<file path="config.mk">
export PLATFORM = sky130hd
export DESIGN_NAME = serial_pattern_gen
export DESIGN_NICKNAME = d
export VERILOG_FILES = /design/src/rtl/seq_pkg.sv /design/src/rtl/seq_down_counter.sv /design/src/rtl/serial_pattern_gen.sv
export SDC_FILE = /design/constraint.sdc
export NUM_CORES = 1
export LEC_CHECK = 0
export ABC_AREA = 1
export CAP_MARGIN = 20
export CORE_UTILIZATION = 58
export DETAILED_ROUTE_END_ITERATION = 8
export GPL_TIMING_DRIVEN = 0
export PLACE_DENSITY = 0.87
export SLEW_MARGIN = 0
export SYNTH_ARGS = -nofsm -noshare
export SYNTH_HDL_FRONTEND = slang
export SYNTH_SLANG_ARGS = --single-unit
</file>
<file path="constraint.sdc">
create_clock -name clk -period 3.6 [get_ports clk]
set_clock_uncertainty 0.05 [all_clocks]
set_input_delay 0.72 -clock clk [delete_from_list [all_inputs] [get_ports clk]]
set_output_delay 0.72 -clock clk [all_outputs]
set_load 0.01 [all_outputs]
</file>
<file path="src/rtl/seq_pkg.sv">
// Shared definitions for the serial pattern generator: the FSM state
// encoding and the default pattern constant.
package seq_pkg;

   // Gray-ordered encoding: IDLE -> SHIFT -> GAP -> DONE each differ by one bit
   typedef enum logic [1:0] {
      IDLE  = 2'b00,
      SHIFT = 2'b01,
      GAP   = 2'b11,
      DONE  = 2'b10
   } state_t;

   // Pattern sent when use_def is asserted at start
   localparam logic [3:0] PAT_DEF_C = 4'b1011;

endpackage

</file>
<file path="src/rtl/seq_down_counter.sv">
// Loadable down counter with a zero flag. Decrement saturates at zero so the
// count never wraps. count_next exposes the value the register takes on the
// next edge so that registered outputs can be aligned with the counter.
module seq_down_counter #(
   parameter int W = 4
) (
   input  logic         clk,
   input  logic         rst,
   input  logic         load,
   input  logic [W-1:0] load_val,
   input  logic         dec,
   output logic [W-1:0] count,
   output logic [W-1:0] count_next,
   output logic         zero
);

   logic [W-1:0] count_reg;

   // Next count: load has priority, decrement only while non-zero
   always_comb begin
      count_next = count_reg;
      if (load) begin
         count_next = load_val;
      end else if (dec && (count_reg != '0)) begin
         count_next = count_reg - 1'b1;
      end
   end

   // Count register
   always_ff @(posedge clk or posedge rst) begin
      if (rst) begin
         count_reg <= '0;
      end else begin
         count_reg <= count_next;
      end
   end

   assign count = count_reg;
   assign zero  = (count_reg == '0);

endmodule

</file>
<file path="src/rtl/serial_pattern_gen.sv">
// Bit-serial pattern transmitter. On an accepted start it latches a pattern,
// a repeat count and a gap length, then sends the pattern MSB-first
// repeat_n times with gap idle cycles between repetitions, followed by a
// one-cycle done pulse. All outputs are registered from the next state so
// the first bit appears in the cycle right after start is sampled.
module serial_pattern_gen
   import seq_pkg::*;
#(
   parameter int                 PAT_W   = 4,
   parameter logic [PAT_W-1:0]   PAT_DEF = PAT_W'(PAT_DEF_C),
   parameter int                 CNT_W   = 8,
   parameter int                 GAP_W   = 4
) (
   input  logic             clk,
   input  logic             rst,
   input  logic             start,
   input  logic             use_def,
   input  logic [PAT_W-1:0] pattern,
   input  logic [CNT_W-1:0] repeat_n,
   input  logic [GAP_W-1:0] gap,
   input  logic             abort,
   output logic             bit_out,
   output logic             bit_valid,
   output logic             frame_start,
   output logic             busy,
   output logic             done
);

   localparam int               IDX_W   = $clog2(PAT_W);
   localparam logic [IDX_W-1:0] IDX_MAX = IDX_W'(PAT_W - 1);

   state_t state_reg, state_next;

   logic [PAT_W-1:0] pat_reg, pat_next;
   logic [GAP_W-1:0] gap_reg, gap_next;
   logic [CNT_W-1:0] rep_reg, rep_next;

   logic             accept;
   logic             idx_load, idx_dec, rep_dec;
   logic             gcnt_load, gcnt_dec;

   logic [IDX_W-1:0] idx_count, idx_count_next;
   logic             idx_zero;
   logic [GAP_W-1:0] gcnt_count, gcnt_count_next;
   logic             gcnt_zero;

   logic bit_out_reg, bit_valid_reg, frame_start_reg, busy_reg, done_reg;

   // Bit index within the current repetition, counts PAT_W-1 down to 0
   seq_down_counter #(.W(IDX_W)) u_idx_cnt (
      .clk        (clk),
      .rst        (rst),
      .load       (idx_load),
      .load_val   (IDX_MAX),
      .dec        (idx_dec),
      .count      (idx_count),
      .count_next (idx_count_next),
      .zero       (idx_zero)
   );

   // Idle cycles remaining between repetitions
   seq_down_counter #(.W(GAP_W)) u_gap_cnt (
      .clk        (clk),
      .rst        (rst),
      .load       (gcnt_load),
      .load_val   (gap_reg),
      .dec        (gcnt_dec),
      .count      (gcnt_count),
      .count_next (gcnt_count_next),
      .zero       (gcnt_zero)
   );

   // Only the registered index and the gap look-ahead are not needed here
   logic unused_cnt;
   assign unused_cnt = ^{idx_count, gcnt_count_next};

   // Next-state and counter control; abort overrides every transition
   always_comb begin
      state_next = state_reg;
      accept     = 1'b0;
      idx_load   = 1'b0;
      idx_dec    = 1'b0;
      rep_dec    = 1'b0;
      gcnt_load  = 1'b0;
      gcnt_dec   = 1'b0;
      case (state_reg)
         IDLE: begin
            if (!abort && start) begin
               accept = 1'b1;
               if (repeat_n == '0) begin
                  state_next = DONE;
               end else begin
                  state_next = SHIFT;
                  idx_load   = 1'b1;
               end
            end
         end
         SHIFT: begin
            if (abort) begin
               state_next = IDLE;
            end else begin
               idx_dec = 1'b1;
               if (idx_zero) begin
                  rep_dec = 1'b1;
                  if (rep_reg <= CNT_W'(1)) begin
                     state_next = DONE;
                  end else if (gap_reg == '0) begin
                     idx_load = 1'b1;
                  end else begin
                     state_next = GAP;
                     gcnt_load  = 1'b1;
                  end
               end
            end
         end
         GAP: begin
            if (abort) begin
               state_next = IDLE;
            end else begin
               gcnt_dec = 1'b1;
               if (gcnt_zero || (gcnt_count == GAP_W'(1))) begin
                  state_next = SHIFT;
                  idx_load   = 1'b1;
               end
            end
         end
         DONE: begin
            state_next = IDLE;
         end
         default: begin
            state_next = IDLE;
         end
      endcase
   end

   // Values latched at an accepted start, held for the whole frame
   always_comb begin
      pat_next = pat_reg;
      gap_next = gap_reg;
      rep_next = rep_reg;
      if (accept) begin
         pat_next = use_def ? PAT_DEF : pattern;
         gap_next = gap;
         rep_next = repeat_n;
      end else if (rep_dec && (rep_reg != '0)) begin
         rep_next = rep_reg - 1'b1;
      end
   end

   // State register
   always_ff @(posedge clk or posedge rst) begin
      if (rst) begin
         state_reg <= IDLE;
      end else begin
         state_reg <= state_next;
      end
   end

   // Frame parameter registers: pattern, gap length and remaining repeats
   always_ff @(posedge clk or posedge rst) begin
      if (rst) begin
         pat_reg <= '0;
         gap_reg <= '0;
         rep_reg <= '0;
      end else begin
         pat_reg <= pat_next;
         gap_reg <= gap_next;
         rep_reg <= rep_next;
      end
   end

   // Output register, decoded from the state being entered
   always_ff @(posedge clk or posedge rst) begin
      if (rst) begin
         bit_out_reg     <= 1'b0;
         bit_valid_reg   <= 1'b0;
         frame_start_reg <= 1'b0;
         busy_reg        <= 1'b0;
         done_reg        <= 1'b0;
      end else begin
         bit_out_reg     <= (state_next == SHIFT) && pat_next[idx_count_next];
         bit_valid_reg   <= (state_next == SHIFT);
         frame_start_reg <= (state_next == SHIFT) && (idx_count_next == IDX_MAX);
         busy_reg        <= (state_next == SHIFT) || (state_next == GAP);
         done_reg        <= (state_next == DONE);
      end
   end

   assign bit_out     = bit_out_reg;
   assign bit_valid   = bit_valid_reg;
   assign frame_start = frame_start_reg;
   assign busy        = busy_reg;
   assign done        = done_reg;

endmodule
</file>
Word level (Yosys, flattened, before mapping)
Cells that the tools add are included.

word-level totals
  bits in registers = 29
  output and inout bits = 5
  word-level logic and storage cells = 84

cells by class
  reductions and logical operators = 19
  multiplexer cells = 41
  $add $sub $neg = 3
  magnitude comparators = 2
  equality and inequality tests = 8

operators with widths
  kind                                                                          count
  1-bit two-way mux                                                             22
  2-bit two-way mux                                                             10
  4-bit two-way mux                                                             4
  8-bit two-way mux                                                             2
  2-bit equality test, second input constant                                    5
  8-bit by 1-bit <= comparator with 1-bit output, second input constant         1
  4-bit zero test                                                               2
  8-bit zero test                                                               1
  2-bit case mux with 4 select lines                                            1
  8-bit nonzero test                                                            1
  8-bit by 1-bit subtractor with 8-bit output, second input constant            1
  1-bit logical AND                                                             6
  2-bit nonzero test                                                            3
  2-bit by 1-bit equality test with 1-bit output, second input constant         2
  4-bit by 1-bit equality test with 1-bit output, second input constant         1
  2-bit zero test                                                               2
  4-bit nonzero test                                                            1
  4-bit by 1-bit subtractor with 4-bit output, second input constant            1
  2-bit by 3-bit less-than comparator with 1-bit output, second input constant  1
  1-bit case mux with 3 select lines                                            1
  1-bit binary-select mux with 2-bit select                                     1
  1-bit logical OR                                                              2
  2-bit by 1-bit subtractor with 2-bit output, second input constant            1
  1-bit zero test                                                               1

Logic depth before layout (Yosys ltp)
Gate-level depths: netlist (run 1).

  word-level depth = 10
  mapped depth = 10
  mapped depth without buffers = 10

Cells and area by module
Synthesis (run 1) repeated with hierarchy kept, for this count alone.

unflattened totals
  cell total of the unflattened synthesis = 250
  area total of the unflattened synthesis = 1,791.7 um^2

modules (own cells, without submodules)
  module                        area each (um^2)  instances  cells an instance
  serial_pattern_gen            1,386.3           1          193
  seq_down_counter (u_gap_cnt)  277.8             1          38
  seq_down_counter (u_idx_cnt)  127.6             1          19

Worst setup path after synthesis (run 1)
OpenSTA, ideal clock, no wires.

  path type = input to register
  start point = input port abort
  end point = register bit_out_reg, in the netlist bit_out
  data arrival time = 1.538 ns
  cell stages on the path = 9
  path buffers = 1
  setup slack = 1.891 ns
  library setup time = 0.121 ns
  cells stage by stage = inv_2 > nand2_1 > nor2_1 > buf_2 > nand2_1 > nand2_1 > nand4_1 > nand3_1 > a21oi_2

on the way
  word-level cells in the longest chain between the ends = 8
  elaborated cells on any way between the ends = 22
  those cells by class = eq/ne (1); mux (17); reduce/logical (4)

ends and longest elaborated chain
  what                                                           RTL line                                            RTL
  start: declaration                                             serial_pattern_gen.sv:21                            input logic abort,
  1-bit zero test / 1-bit two-way mux (equally long branches)    serial_pattern_gen.sv:88, serial_pattern_gen.sv:99
  1-bit logical AND / 1-bit two-way mux (equally long branches)  serial_pattern_gen.sv:88, serial_pattern_gen.sv:86
  1-bit two-way mux / 1-bit logical AND (equally long branches)  serial_pattern_gen.sv:88, seq_down_counter.sv:24
  1-bit case mux with 3 select lines (tied with other cells)     serial_pattern_gen.sv:86                            case (state_reg)
  2-bit two-way mux / 4-bit two-way mux (equally long branches)  seq_down_counter.sv:22, serial_pattern_gen.sv:141
  1-bit binary-select mux with 2-bit select                      serial_pattern_gen.sv:181                           bit_out_reg <= (state_next == SHIFT) && pat_next[idx_count_next];
  1-bit two-way mux (not written as such)                        serial_pattern_gen.sv:181
  1-bit logical AND *                                            serial_pattern_gen.sv:181
  end signal: assignment                                         serial_pattern_gen.sv:181
  end: declaration                                               serial_pattern_gen.sv:47                            logic bit_out_reg, bit_valid_reg, frame_start_reg, busy_reg, done_reg;

Mark *: on every way between the ends. The rest lies on a longest branch, timed or not. The select of a mux whose other input is x is not followed.
A chain may end at the register's enable or synchronous reset.

Worst setup path in the final report (run 1)
  start point = register bit_valid_reg, in the netlist bit_valid
  end point = output port bit_valid

RTL lines
  what                      RTL line                   RTL
  start: declaration        serial_pattern_gen.sv:47
  start signal: assignment  serial_pattern_gen.sv:182  bit_valid_reg <= (state_next == SHIFT);
  end: declaration          serial_pattern_gen.sv:23   output logic bit_valid,

No word-level cell between the ends.

==> results of run 1 <==
## power by group
| group | switching [mW] | internal, mW |
|---|---|---|
| sequential | 0.0456 | 0.405 |
| combinational | 0.240 | 0.177 |
| clock | 0.110 | 0.0921 |
## kinds of logic after synthesis
family	after synthesis
xor+xnor	4
fa+ha+maj	6
buf+inv	40
compound gates	22
simple gates	111
flops	29
## worst max path at each step
| stage | end | from | slack (ps) |
|---|---|---|---|
| final | bit_valid | bit_valid$_DFF_PP0_ | 1600 |
| after global routing | bit_out$_DFF_PP0_ | abort | 1460 |
| after CTS | bit_out$_DFF_PP0_ | abort | 1600 |
| after detailed placement | bit_out$_DFF_PP0_ | abort | 1260 |
| after global placement | bit_out$_DFF_PP0_ | abort | 1260 |
| after floorplan | bit_out$_DFF_PP0_ | abort | 1890 |
## cell usage after synthesis
cell | number | area share
nor2_4 | 3 | 0.019
a21oi_4 | 1 | 0.0093
o21ai_2 | 1 | 0.0050
nand2_2 | 7 | 0.025
nor3_2 | 1 | 0.0057
o311ai_2 | 1 | 0.0093
nand3_1 | 15 | 0.043
buf_6 | 1 | 0.0064
dfrtp_1 | 29 | 0.41
nand3_2 | 2 | 0.011
o221ai_1 | 6 | 0.030
o211ai_1 | 2 | 0.0086
nand3b_4 | 1 | 0.011
nand2_1 | 51 | 0.11
o21ai_1 | 6 | 0.017
nor2_8 | 1 | 0.011
buf_2 | 2 | 0.0057
a21oi_1 | 3 | 0.0086
xnor2_1 | 2 | 0.010
nor2_2 | 2 | 0.0071
inv_2 | 10 | 0.021
ha_1 | 6 | 0.043
nand3_4 | 3 | 0.030
inv_1 | 27 | 0.058
a21oi_2 | 1 | 0.0050
xor2_1 | 2 | 0.010
nand4_1 | 4 | 0.014
o211ai_2 | 1 | 0.0071
nor2_1 | 21 | 0.045
## per-layer routing
layer	GRT usage	up-vias	share of wire
met3	0.04989	10	0.026
met2	0.4185	28	0.51
li1	-	744	-
met1	0.3069	695	0.44
met5	0	-	0
met4	0.1010	0	0.024
## area by class of cell
class / instances / area [um^2] / share of cell area
Timing Repair Buffer: 26 / 277.8 / 0.1307
Sequential cell: 29 / 725.7 / 0.3414
Buffer: 3 / 21.27 / 0.01001
Tap cell: 31 / 38.79 / 0.01825
Inverter: 37 / 138.9 / 0.06533
Multi-Input combinational cell: 143 / 868.3 / 0.4085
Clock buffer: 7 / 55.05 / 0.02590
## through the flow
step	instances	hold WS [ps]	cell area [um^2]	total power, mW
floorplan	212	399.7	1754	0.7593
finish	276	435.5	2126	1.070
global placement	268	409.9	2043	0.8468
CTS	275	439.8	2098	1.065
detailed placement	268	419.2	2043	0.8683
global route	276	477.6	2126	1.151
==> results.md, run 1 <==
* Status: finished, violations left
* Violations in the final reports: design-rule violations
* Number of failing hold endpoints at the final stage at 0
* DIE AREA at about 3200 um^2
* CP peak stage delay at 530 ps
* Worst IR Drop VDD at approximately 340 uV
* Fraction of final layout cells with drive strength greater than 1 at 0.1837
* Sequential-to-total area share from yosys stat at 0.4137
* Clk root buf: clkbuf_4
* Initial DRC count at 80
* R2R cell count at 9
* Clock buffer depth at 2
* Final ANT Viol Nets at 0
* Max_slew headroom at 0.7563
* Worst-case setup slack after placement at 1263 ps
* Cell-by-cell listing of the critical path: clkdlybuf4s50_1
* Number of max-slew violations in the final report at 0
* Launching element type of the critical path: flop
* Arrival time at the worst endpoint at 1230 ps
* Crit path capture type: primary output
* Flop-to-flop setup slack at ~1800 ps
* Clock-pin transition on the worst setup and hold timing paths at approximately 100 ps
* Number of flip-flops under the largest register name at 8
* Clock latency on the worst-skew pair at 330 ps
* Clock buffer count from CTS at 5
* Worst hold path depth at 2
* Net count after synthesis at between 200 and 250
* Power per standard cell area at 503.3 nW/um^2
* Overall via count from detail_route at 1477
* Number of vias per cell at ~5.4
* First-pass GRT wire length at 6106 um
* Synthesized area per cell at ~8.3 um^2
* IO buf count at 25
* Slowest CP cell: clkdlybuf4s50_1
* Number of nets in the finished design at 272
* Aggregate global routing overflow at 0
* Count of maximum capacitance violations at 0
* N_diodes at 0
* RSZ-0062 raised after global routing: no
* Worst Setup Slack, final at roughly 1600 ps
* Global routing usage summed across all routing layers at 0.2459
* Initial DRT Pass Iterations at 6
* Dominant delay contributor by cell family on the critical path: buffers and inverters
* Remaining routing DRC violations at 3
* Leading cell type in the layout, fill and taps excluded: nand2_1
* Reg-to-reg critical path endpoint: bit_valid$_DFF_PP0_
* Total number of cells along the worst setup path at 1
* Core area at roughly 2800 um^2
* Fill cell count at around 220
* Die width at about 57 um
* Hold EP: pat_reg[2]$_DFF_PP0_
* Num rows at 19
* Antenna violations before repair at 0
* Post-Route Utilization at 0.7578
* GP Congestion at roughly 0.88
* Maximum fanout along the worst path at 1
* Pin count of the biggest net entering global routing at 30
* Routed wirelength normalized by instance count at approximately 13 um
* Count of buffering cells on the critical path with inverters included at 1
* F_max at approximately 500 MHz
* Simple-gate portion of the synthesized area at 0.3324
* Synth Area in Compound Gates at 0.09986
* Num Clock Sinks at 29
* Starting density of the core at 0.6253
* Cell area after technology mapping at 1754 um^2
* Post-cts gate resize count at 0
* Count of different cell masters after synthesis at 29
* Total Routed Length at ~3500 um
* HPWL after DPL at approximately 2600 um
* Minimum clock period after layout at around 2000 ps
* Signed area change from the synthesized netlist to the final layout at 21.18%
* Multiplexer area fraction after synthesis at 0
* Largest family of logic cells by synthesized area: simple AND/OR/NAND/NOR gates
* Post-synthesis cell count at roughly 210
* Die boundary height at around 57 um
* Start-to-end type of the worst setup path: reg -> out
* Worst min-delay path startpoint: pat_reg[2]$_DFF_PP0_
* Final number of setup-violating endpoints at 0
* Worst reg2reg startpoint: rep_reg[0]$_DFFE_PP0P_
* Total number of H-tree levels at 2
* Measured slew at the worst slew-check pin at about 370 ps
* Required time of the worst setup path at between 2000 and 3000 ps
* Class of the tightest hold or removal check: reg -> reg
* Adder-Cell Fraction of Synth Area at 0.04280
* Number of buffers inserted by hold repair at cts at 0
* Final cycle utilization of the critical path at 0.5548
* I/O pin count at 26
* Clock tree from TritonCTS: done
* Via count of the first global-routing pass at roughly 1500
* Post-CTS setup repair buffer count at 0
* Final TNS setup at 0 ps
* Most used cells in the layout excluding fill and tap cells: nand2_1 (51), dfrtp_1 (29), inv_1 (27)
* Xor/xnor cell area share of the yosys netlist at 0.01997
* Lkg Pwr at between 1 and 1.5 nW
* Number of warnings issued by yosys at 0
* Register bit count reported by yosys at 29
Power figures use the tool's default switching activity.
==> inputs of run 2 (changes only) <==
--- a/config.mk
+++ b/config.mk
@@ -7,10 +7,10 @@
 export LEC_CHECK = 0
 export ABC_AREA = 1
 export CAP_MARGIN = 20
-export CORE_UTILIZATION = 58
+export CORE_UTILIZATION = 54
 export DETAILED_ROUTE_END_ITERATION = 8
 export GPL_TIMING_DRIVEN = 0
-export PLACE_DENSITY = 0.87
+export PLACE_DENSITY = 0.82
 export SLEW_MARGIN = 0
 export SYNTH_ARGS = -nofsm -noshare
 export SYNTH_HDL_FRONTEND = slang
==> constraint.sdc (replaced) <==
create_clock -name clk -period 2 [get_ports clk]
set_clock_uncertainty 0.05 [all_clocks]
set_input_delay 0.4 -clock clk [delete_from_list [all_inputs] [get_ports clk]]
set_output_delay 0.4 -clock clk [all_outputs]
set_load 0.01 [all_outputs]
==> run 2 against run 1 <==
Against the previous run: the flow now finishes without violations; sequential share of layout area shrank 0.16 points; total power increased by 75%; wire length fell by 8.7%; register-to-register slack worse by 1500 ps; final area is 0.47% higher; critical path depth is 9 higher; cell count up 5.1%; highest routed layer unchanged.
==> results.md, run 2 (synthesis results as in run 1) <==
* Max_slew headroom at 0.7547 (-0.001613)
* DIE AREA at 3480 um^2 (+7.1%)
* Core area at 3078 um^2 (+9.7%)
* Fraction of final layout cells with drive strength greater than 1 at 0.1789 (-0.004812)
* Clk root buf: clkbuf_4
* Number of nets in the finished design at 272 (unchanged)
* Launching element type of the critical path: primary input
* Num Clock Sinks at 29 (unchanged)
* HPWL after DPL at 2471 um (-4.0%)
* Num rows at 20 (+1)
* Final number of setup-violating endpoints at 0 (unchanged)
* Start-to-end type of the worst setup path: in -> reg
* Number of max-slew violations in the final report at 0 (unchanged)
* Remaining routing DRC violations at 0 (-3)
* Class of the tightest hold or removal check: in -> async
* Power per standard cell area at 878.4 nW/um^2 (+75%)
* Worst IR Drop VDD at 517.0 uV (+52%)
* Total Routed Length at 3216 um (-8.7%)
* Count of buffering cells on the critical path with inverters included at 3 (+2)
* Most used cells in the layout excluding fill and tap cells: nand2_1 (51), dfrtp_1 (29), inv_1 (27)
* Arrival time at the worst endpoint at 1890 ps (+660 ps)
* Pin count of the biggest net entering global routing at 24 (-20%)
* Minimum clock period after layout at 1706 ps
* Clock-pin transition on the worst setup and hold timing paths at 90 ps (about the same)
* IO buf count at 25 (unchanged)
* N_diodes at 0 (unchanged)
* Placed standard-cell area at 2087 um^2 (+2.1%)
* Die width at 59.00 um (+3.5%)
* Measured slew at the worst slew-check pin at 367.6 ps (+2.417 ps)
* CP peak stage delay at 420 ps (-110 ps)
* Leading cell type in the layout, fill and taps excluded: nand2_1
* Initial DRT Pass Iterations at 4 (-2)
* R2R cell count at 9 (unchanged)
* Via count of the first global-routing pass at 1387 (-5.3%)
* First-pass GRT wire length at 5720 um (-6.3%)
* Number of failing hold endpoints at the final stage at 0 (unchanged)
* Final TNS setup at 0 ps (unchanged)
* Post-cts gate resize count at 0 (unchanged)
* Initial DRC count at 49 (-39%)
* Number of vias per cell at 4.897 (-8.5%)
* F_max at roughly 590 MHz
* Reg-to-reg critical path endpoint: bit_valid$_DFF_PP0_
* Cell-by-cell listing of the critical path: clkdlybuf4s50_1 > inv_2 > nand2_1 > nor2_1 > buf_2 > nand2_1 > nand2_1 > nand4_1 > nand3_1 > a21oi_2
* Final cycle utilization of the critical path at 0.8532
* Aggregate global routing overflow at 0 (unchanged)
* Die boundary height at 59.00 um (+3.5%)
* Lkg Pwr at 1.043 nW (-0.46%)
* Final ANT Viol Nets at 0 (unchanged)
* Status: finished clean
* Worst reg2reg startpoint: rep_reg[0]$_DFFE_PP0P_
* Overall via count from detail_route at 1420 (-3.9%)
* I/O pin count at 26 (unchanged)
* Non-Filler Cell Area, Final at 2136 um^2 (+0.47%)
* Clock tree from TritonCTS: done
* Most common cell type on the critical path: nand2_1
* Clock latency on the worst-skew pair at 340 ps (about the same)
* Number of flip-flops under the largest register name at 8 (unchanged)
* Power after layout at 1.876 mW (+75%)
* Flop-to-flop setup slack at 300 ps (-1530 ps)
* Post-CTS setup repair buffer count at 0 (unchanged)
* Routed wirelength normalized by instance count at 11.09 um (-13%)
* Clock buffer count from CTS at 5 (unchanged)
* Maximum fanout along the worst path at 10 (+9)
* RSZ-0062 raised after global routing: no
* Global routing usage summed across all routing layers at 0.2250 (-0.02089)
* Antenna violations before repair at 0 (unchanged)
* Dominant delay contributor by cell family on the critical path: buffers and inverters
* Required time of the worst setup path at 2180 ps (-650 ps)
* Starting density of the core at 0.5699 (-0.05542)
* Signed area change from the synthesized netlist to the final layout at 21.75%
* Slowest CP cell: clkdlybuf4s50_1
* Clock buffer depth at 2 (unchanged)
* GP Congestion at 0.8524 (-3.1%)
* Count of maximum capacitance violations at 0 (unchanged)
* Total number of H-tree levels at 2 (unchanged)
* Number of buffers inserted by hold repair at cts at 0 (unchanged)
* Crit path capture type: flop
* Fill cell count at 276 (+28%)
## run 2: changes by cell type in the layout (fill, tap and decap cells not counted), sizes merged
| cell | delta |
|---|---|
| clkbuf | +1 |
## run 2: worst register-to-register path, cell delays in order (launching register included)
cell and delay, ps:
dfrtp_1 390, inv_1 110, ha_1 210, nor2_1 50
nor2_1 180, nand4_1 140, nand3_1 140, nand2_1 80
nand3_1 170, inv_1 60
## run 2: power breakdown
part	leakage, nW	switching, mW	total (mW)	internal [mW]
Combinational	0.668	0.411	0.726	0.314
Clock	0.0265	0.201	0.341	0.140
Sequential	0.349	0.0798	0.809	0.730
Total	1.04	0.692	1.88	1.18
## run 2: cell type report
class	count	area (um^2)	area share
Tap cell	44	55.05	0.02578
Inverter	37	138.9	0.06503
Buffer	3	21.27	0.009959
Timing Repair Buffer	26	277.8	0.1301
Clock buffer	8	48.80	0.02285
Multi-Input combinational cell	143	868.3	0.4066
Sequential cell	29	725.7	0.3398
## run 2: how the worst max path moves through the flow
stage                                       from                end  slack (ps)  depth (start not counted)
final                                      abort  bit_out$_DFF_PP0_         290                         10
after global routing      rep_reg[0]$_DFFE_PP0P_  bit_out$_DFF_PP0_          70                         10
after CTS                 rep_reg[0]$_DFFE_PP0P_  bit_out$_DFF_PP0_         290                         10
after detailed placement                   abort  bit_out$_DFF_PP0_         -30                         10
after global placement                     abort  bit_out$_DFF_PP0_         -30                         10
after floorplan           rep_reg[0]$_DFFE_PP0P_  bit_out$_DFF_PP0_         490                         10
## run 2: layer usage
layer,up-vias,share of wire,GRT usage
met4,0,0.023,0.1020
met2,25,0.47,0.3636
met3,9,0.035,0.06769
met5,-,0,0
li1,740,-,-
met1,646,0.47,0.2772
## run 2: metrics by stage
stage          std cells  hold WS, ps  utilization  setup WS, ps
2_1_floorplan        212        399.7            -         487.5
3_3_place_gp         281        412.6       0.6691        -30.88
6_report             290        283.0       0.6939         293.6
5_1_grt              290        313.9       0.6939         70.16
4_1_cts              290        296.6       0.6939         287.9
3_5_place_dp         282        421.6       0.6780        -26.23
